File: src/rtl/muldiv_unit.sv
// Iterative 32-bit multiply/divide unit with HI/LO registers.
// One result bit per cycle, 33 busy cycles per operation.
module muldiv_unit (
   input  logic        clock,
   input  logic        reset,
   input  logic        start,
   input  logic [1:0]  op,
   input  logic [31:0] a,
   input  logic [31:0] b,
   input  logic        hi_write,
   input  logic        lo_write,
   output logic        busy,
   output logic        done,
   output logic [31:0] hi,
   output logic [31:0] lo
);

   typedef enum logic [1:0] {
      S_IDLE,
      S_RUN,
      S_FIX
   } state_t;

   state_t      r_state;
   state_t      w_next;

   logic        r_is_div;
   logic        r_neg_q;
   logic        r_neg_r;
   logic [31:0] r_a_raw;
   logic [31:0] r_opnd;
   logic [63:0] r_acc;
   logic [4:0]  r_cnt;
   logic [31:0] r_hi;
   logic [31:0] r_lo;
   logic        r_busy;
   logic        r_done;

   logic        w_sa;
   logic        w_sb;
   logic [31:0] w_mag_a;
   logic [31:0] w_mag_b;
   logic [32:0] w_add;
   logic [63:0] w_mul_nxt;
   logic        w_fits;
   logic [31:0] w_sub;
   logic [63:0] w_div_nxt;
   logic [63:0] w_prod;
   logic [31:0] w_quo;
   logic [31:0] w_rem;

   // Operand signs and magnitudes; unsigned ops use raw values.
   always_comb begin
      w_sa    = op[0] & a[31];
      w_sb    = op[0] & b[31];
      w_mag_a = w_sa ? (32'd0 - a) : a;
      w_mag_b = w_sb ? (32'd0 - b) : b;
   end

   // One shift-add step and one restoring-divide step.
   always_comb begin
      w_add     = {1'b0, r_acc[63:32]}
                + (r_acc[0] ? {1'b0, r_opnd} : 33'd0);
      w_mul_nxt = {w_add, r_acc[31:1]};
      w_fits    = (r_acc[63:31] >= {1'b0, r_opnd});
      w_sub     = r_acc[62:31] - r_opnd;
      w_div_nxt = w_fits ? {w_sub, r_acc[30:0], 1'b1}
                         : {r_acc[62:0], 1'b0};
   end

   // Sign correction applied when the result is written.
   always_comb begin
      w_prod = r_neg_q ? (64'd0 - r_acc) : r_acc;
      w_quo  = r_neg_q ? (32'd0 - r_acc[31:0]) : r_acc[31:0];
      w_rem  = r_neg_r ? (32'd0 - r_acc[63:32]) : r_acc[63:32];
   end

   // State register.
   always_ff @(posedge clock or negedge reset) begin
      if (!reset) r_state <= S_IDLE;
      else        r_state <= w_next;
   end

   // Next-state logic.
   always_comb begin
      w_next = r_state;
      unique case (r_state)
         S_IDLE:  if (start) w_next = S_RUN;
         S_RUN:   if (r_cnt == 5'd0) w_next = S_FIX;
         S_FIX:   w_next = S_IDLE;
         default: w_next = S_IDLE;
      endcase
   end

   // Datapath: capture, iterate, and write HI/LO.
   always_ff @(posedge clock or negedge reset) begin
      if (!reset) begin
         r_is_div <= 1'b0;
         r_neg_q  <= 1'b0;
         r_neg_r  <= 1'b0;
         r_a_raw  <= 32'd0;
         r_opnd   <= 32'd0;
         r_acc    <= 64'd0;
         r_cnt    <= 5'd0;
         r_hi     <= 32'd0;
         r_lo     <= 32'd0;
         r_busy   <= 1'b0;
         r_done   <= 1'b0;
      end else begin
         r_done <= 1'b0;
         unique case (r_state)
            S_IDLE: begin
               if (start) begin
                  r_is_div <= op[1];
                  r_neg_q  <= w_sa ^ w_sb;
                  r_neg_r  <= w_sa;
                  r_a_raw  <= a;
                  r_cnt    <= 5'd31;
                  r_busy   <= 1'b1;
                  if (op[1]) begin
                     r_opnd <= w_mag_b;
                     r_acc  <= {32'd0, w_mag_a};
                  end else begin
                     r_opnd <= w_mag_a;
                     r_acc  <= {32'd0, w_mag_b};
                  end
               end else begin
                  if (hi_write) r_hi <= a;
                  if (lo_write) r_lo <= a;
               end
            end
            S_RUN: begin
               r_acc <= r_is_div ? w_div_nxt : w_mul_nxt;
               r_cnt <= r_cnt - 5'd1;
            end
            S_FIX: begin
               r_busy <= 1'b0;
               r_done <= 1'b1;
               if (!r_is_div) begin
                  r_hi <= w_prod[63:32];
                  r_lo <= w_prod[31:0];
               end else if (r_opnd == 32'd0) begin
                  r_hi <= r_a_raw;
                  r_lo <= 32'hFFFF_FFFF;
               end else begin
                  r_hi <= w_rem;
                  r_lo <= w_quo;
               end
            end
            default: begin
               r_busy <= 1'b0;
            end
         endcase
      end
   end

   assign busy = r_busy;
   assign done = r_done;
   assign hi   = r_hi;
   assign lo   = r_lo;

endmodule

File: config.mk
export PLATFORM = sky130hd
export DESIGN_NAME = muldiv_unit
export DESIGN_NICKNAME = d
export VERILOG_FILES = /design/src/rtl/muldiv_unit.sv
export SDC_FILE = /design/constraint.sdc
export NUM_CORES = 1
export LEC_CHECK = 0
export CAP_MARGIN = 20
export CORE_UTILIZATION = 50
export CTS_CLUSTER_SIZE = 8
export DETAILED_ROUTE_END_ITERATION = 10
export GPL_TIMING_DRIVEN = 0
export PLACE_DENSITY = 0.7
export SLEW_MARGIN = 10
export SYNTH_ARGS = -nofsm -noshare
export SYNTH_HDL_FRONTEND = slang
export SYNTH_SLANG_ARGS = --single-unit
export TNS_END_PERCENT = 30
File: constraint.sdc
create_clock -name clock -period 3.5 [get_ports clock]
set_input_delay 0.7 -clock clock [delete_from_list [all_inputs] [get_ports clock]]
set_output_delay 0.7 -clock clock [all_outputs]
set_load 0.005 [all_outputs]
## After elaboration in Yosys (flattened, before gate mapping)

Cells that the tools add are included.

| storage, ports and cells | value |
|---|---|
| logic and storage cells | 73 |
| output and inout bits | 66 |
| bits of input ports | 71 |
| bits in registers | 204 |

| operators by class | value |
|---|---|
| add/sub/neg operators | 8 |
| equality and inequality tests | 7 |
| mux-type cells | 30 |
| bitwise logic cells | 4 |
| reductions and logical operators | 11 |
| order comparisons | 1 |

Operator list:

| cell | number |
|---|---|
| $mux 32 | 15 |
| $mux 64 | 4 |
| $pmux 32 s2 | 2 |
| $pmux 64 s2 | 1 |
| $sub 1x32->32 const A | 4 |
| $sub 1x64->64 const A | 1 |
| $add 32x32->33 | 1 |
| $ge 33x32->1 | 1 |
| $logic_not 32->1 | 1 |
| $sub 32x32->32 | 1 |
| $ne 2x2->1 const B | 5 |
| $pmux 5 s2 | 1 |
| $reduce_and 2->1 | 4 |
| $reduce_and 3->1 | 2 |
| $logic_not 5->1 | 1 |
| $mux 5 | 1 |
| $sub 5x1->5 const B | 1 |
| $mux 2 | 2 |
| $pmux 2 s2 | 1 |
| $reduce_bool 2->1 | 2 |
| $and 1x1->1 | 2 |
| $eq 2x1->1 const B | 1 |
| $eq 2x2->1 const B | 1 |
| $logic_not 2->1 | 1 |
| other kinds (4) | 5 |

## Longest topological paths before layout

| depth | value |
|---|---|
| word-level depth | 5 |
| gate-level depth with buffers | 14 |
| gate-level depth less buffers | 13 |

## Worst setup path before layout

Ideal clock, no wire load.

| timing | value |
|---|---|
| path kind | input-to-reg |
| start | input a[19] |
| end | register r_acc[29] |
| slack | 0.377 ns |
| setup time | 0.131 ns |
| stages on the path | 9 |
| arrival | 2.992 ns |
| data required time | 3.369 ns |
| buffers on the path | 1 |
| cells stage by stage | clkbuf_1 > or4_1 > or4b_1 > or3_1 > o41ai_2 > xor2_1 > a21oi_1 > a21oi_1 > o21ai_1 |

| on the way | value |
|---|---|
| word-level cells in the longest chain between the ends | 5 |

RTL lines:

| what | line | source |
|---|---|---|
| start: declaration | 8 | `input logic [31:0] a,` |
| $sub 1x32->32 | 56 | `w_mag_a = w_sa ? (32'd0 - a) : a;` |
| $mux 32 | 56 |  |
| $mux 32 | 120 | `if (op[1]) begin` |
| $mux 64 | 113 | `if (start) begin` |
| $pmux 64 s2 | 111 | `unique case (r_state)` |
| end signal: assignment | 122 | `r_acc <= {32'd0, w_mag_a};` |
| end signal: assignment | 125 | `r_acc <= {32'd0, w_mag_b};` |
| end signal: assignment | 133 | `r_acc <= r_is_div ? w_div_nxt : w_mul_nxt;` |
| end: declaration | 32 | `logic [63:0] r_acc;` |

Every way passes these cells. The select of a mux whose other input is x is not followed.
A chain may end at the register's enable or synchronous reset.

## Final worst setup path

| timing | value |
|---|---|
| start | register r_acc[0] |
| end | register r_hi[30], in the netlist hi[30] |

| on the way | value |
|---|---|
| word-level cells in the longest chain between the ends | 4 |

RTL lines:

| what | line | source |
|---|---|---|
| $sub 1x64->64 | 73 | `w_prod = r_neg_q ? (64'd0 - r_acc) : r_acc;` |
| $mux 64 | 73 |  |
| $mux 32 | 139 | `if (!r_is_div) begin` |
| $pmux 32 s2 | 111 |  |
| end signal: assignment | 140 | `r_hi <= w_prod[63:32];` |
| end signal: assignment | 143 | `r_hi <= r_a_raw;` |
| end signal: assignment | 146 | `r_hi <= w_rem;` |
| end: declaration | 34 | `logic [31:0] r_hi;` |

Every way passes these cells.

==> flow_metrics.env <==
export IMPL_status="completed"
export IMPL_track_usage=0.4020
export IMPL_cts_max_level=1
export IMPL_synth_area_mm2=0.01705
export IMPL_slew_viol_final=0
export IMPL_synth_commonest_cells="nand2_1, o21ai_0, nor2_1"
export IMPL_leakage_uw=0.008377
export IMPL_yosys_top_cells_area="dfrtp_1, nand2_1, o21ai_0"
export IMPL_port_buffers=123
export IMPL_start_util=0.5085
export IMPL_routed_wl_um=71530
export IMPL_finalCritPeriodShare=0.9785
export IMPL_n_antenna_cell=0
export IMPL_via_count=18510
export IMPL_fp_dieH_um=186.7
export IMPL_viasPerCell=6.504
export IMPL_reg2reg_from="r_acc[0]$_DFFE_PN0P_"
export IMPL_synth_edf_count=0
export IMPL_num_fill_cells=3123
export IMPL_vdd_ir_drop_worst_mv=0.5217
export IMPL_slew_headroom=0.2943
export IMPL_yosysSeqAreaShare=0.2994
export IMPL_cts_tree="built"
export IMPL_slowest_stage="or3_4"
export IMPL_cp_data_required_time_ps=3950
export IMPL_max_cap_violations=0
export IMPL_syn_avg_cell_area_um2=7.650
export IMPL_clock_fmax_ghz=0.2920
export IMPL_num_io_pins=137
export IMPL_synthAdderAreaFrac=0.05371
export IMPL_clockBufferDepth=3
export IMPL_hold_viol_final=0
export IMPL_gp_congestion=1.000
export IMPL_placed_area_mm2=0.01891
export IMPL_finClkSkew_ps=30.04
export IMPL_synth_top_cell_area_share=0.2994
export IMPL_min_period_ps=3425
export IMPL_grt_max_degree=87
export IMPL_final_setup_worst_slack_ps=75.38
export IMPL_grt_pass1_vias=17480
export IMPL_crit_fanout=10
export IMPL_ys_ff_latch=204
export IMPL_numCtsBuffers=30
export IMPL_pwr_density_cell_mw_per_mm2=1067
export IMPL_final_nets=2537
export IMPL_final_setup_viol_count=0
export IMPL_grt_overflow=0
export IMPL_coreArea_mm2=0.03353
export IMPL_die_area_mm2=0.03485
export IMPL_critPathMostFrequentCell="nor2_1"
export IMPL_rows=67
export IMPL_tightest_slew_ps=1059
export IMPL_place_ws_ps=-830.9
export IMPL_synth_top_flop_cell="dfrtp_1"
export IMPL_yosys_area_top_type="dfrtp_1"
export IMPL_hold_path_class="in -> async"
export IMPL_ys_async_sr_fraction=1.000
export IMPL_yosysWarnings=0
export IMPL_antenna_found_initial=1
export IMPL_clk_pin_slew_ps=50
export IMPL_synth_compound_area_frac=0.2550
export IMPL_drcViolationCount=0
export IMPL_setup_worst_path_start_class="flip-flop"
export IMPL_cp_data_arrival_time_ps=3880
export IMPL_drive_gt1_frac=0.06130
export IMPL_synth_distinct_cells=86
export IMPL_synth_simple_area_share=0.2094
export IMPL_die_x_um=186.7
export IMPL_synth_most_common_cell="nand2_1"
export IMPL_setup_worst_path_end_class="flip-flop"
export IMPL_syn_num_nets=2372
export IMPL_syn_instance_count=2229
export IMPL_rsz0062_at_grt="yes"
export IMPL_slowest_delay_ps=480
export IMPL_cts_sinks=204
export IMPL_finish_instance_area_mm2=0.02005
export IMPL_muxShareOfSynthArea=0.03757
export IMPL_clk_latency_ps=580
export IMPL_dr_pass1_iters=6
export IMPL_grt_pass1_wl_um=106800
export IMPL_crit_start="r_acc[0]$_DFFE_PN0P_"
export IMPL_area_growth_pct=17.59
export IMPL_synth_xor_area_frac=0.09246
export IMPL_drt_iter0_markers=1916
export IMPL_synth_top_family_by_area="compound AO/OA/AOI/OAI gates"
export IMPL_critPathKind="reg -> reg"
export IMPL_dp_hpwl_um=55880
export IMPL_path_cells="inv_2 -> clkbuf_2 -> ha_1 -> nand2b_1 -> nor2_1 -> nand4b_4 -> or3_4 -> buf_6 -> o31ai_2 -> xnor2_1 -> a211oi_1 -> nor2_1"
export IMPL_finalPower_uw=21390
export IMPL_cts_root_buf="clkbuf_16"
export IMPL_postRouteAntennaNets=0
export IMPL_wire_per_inst_um=25.13
## where the power goes
group          switching [uW]  internal (uW)  leakage (uW)
combinational            8240           5640       0.00548
clock                    1080           1590      0.000403
sequential               1310           3540       0.00250
total                   10600          10800       0.00838
## flip-flops by register name, summed over array words and instances, names as in the netlist
name      cells
busy          1
done          1
hi           32
lo           32
r_a_raw      32
r_acc        64
r_cnt         5
r_is_div      1
r_neg_q       1
r_neg_r       1
r_opnd       32
r_state       2
## cell type report
cell class	count	area, um^2	share of cell area
buffer	154	615.6	0.03070
clock buffer	35	810.8	0.04044
clock inverter	1	8.758	0.0004368
inverter	71	266.5	0.01329
multi-input combinational	1791	11250	0.5612
sequential	204	5110	0.2549
tap	448	560.5	0.02796
timing repair buffer	142	1426	0.07114
## kinds of logic (layout without fill, tap and decap cells)
group	after synthesis	after routing
adders and majority gates	72	72
xor gates and xnor gates	180	180
muxes	63	63
AOI/OAI and AO/OA	704	704
DFF	204	204
and+or+nand+nor	772	772
buffers and inverters	234	403
## layout by cell type (no fill, tap or decap), types with 12 or more instances in the layout
cell and count:
ha_1 66, nand2_1 313, dfrtp_1 200, nand4_1 20
o211ai_1 28, a22oi_1 22, o22ai_1 42, a211oi_1 13
and3_1 13, clkbuf_1 134, clkdlybuf4s50_1 120, a21o_1 27
a21oi_1 168, o21ai_0 211, nor3_1 41, nor4_1 19
inv_1 67, mux2i_1 55, nand3_1 25, o21ai_1 32
nand2b_1 24, xor2_1 76, xnor2_1 103, or3_1 25
clkbuf_16 31, o41ai_1 12, or4_1 15, o221ai_1 23
a31oi_1 13, or2_2 14, nor2_1 208, buf_4 19
o31ai_1 19
## stage by stage
step	hold WS, ps	setup TNS (ps)	instances	utilization
floorplan	404.4	0	2229	-
global placement	459.6	-1481260	2800	0.5619
detailed placement	458.5	-21240	2803	0.5640
CTS	43.34	-88.98	2841	0.5921
global route	56.41	-10.71	2846	0.5979
finish	39.07	0	2846	0.5979
## critical path, delay by kind of cell, from the launching register on
family,cells,cell delay (ps)
simple gates,5,1290
fa+ha+maj,1,240
buf+inv,3,580
flops,1,450
xor+xnor,1,130
compound gates,2,620
## per-layer routing
metal  routed length, um  vias up  track usage
met2               31770     1031       0.6286
met3                6675      218      0.07429
met1               28660     8948       0.5250
met5                  34        -            0
li1                    -     8309            -
met4                4387        4       0.2226
## path summary, 6_finish.rpt
path	endpoint	slack, ps	depth (start not counted)
worst min register to register	r_a_raw[6]$_DFFE_PN0P_	470	2
worst min-delay path	r_acc[43]$_DFFE_PN0P_	40	1
worst max-delay path	hi[30]$_DFFE_PN0P_	80	12
worst max register to register	hi[30]$_DFFE_PN0P_	80	12
max in group asynchronous	lo[13]$_DFFE_PN0P_	2620	2
min in group clock	r_a_raw[6]$_DFFE_PN0P_	470	2
## repair_timing
action                     CTS  global route
hold buffers                 0             0
setup endpoints to repair   49            39
resized for setup           26            41
buffers inserted             7             9
pin swaps                    3             5
(Power assumes the default switching activity.)
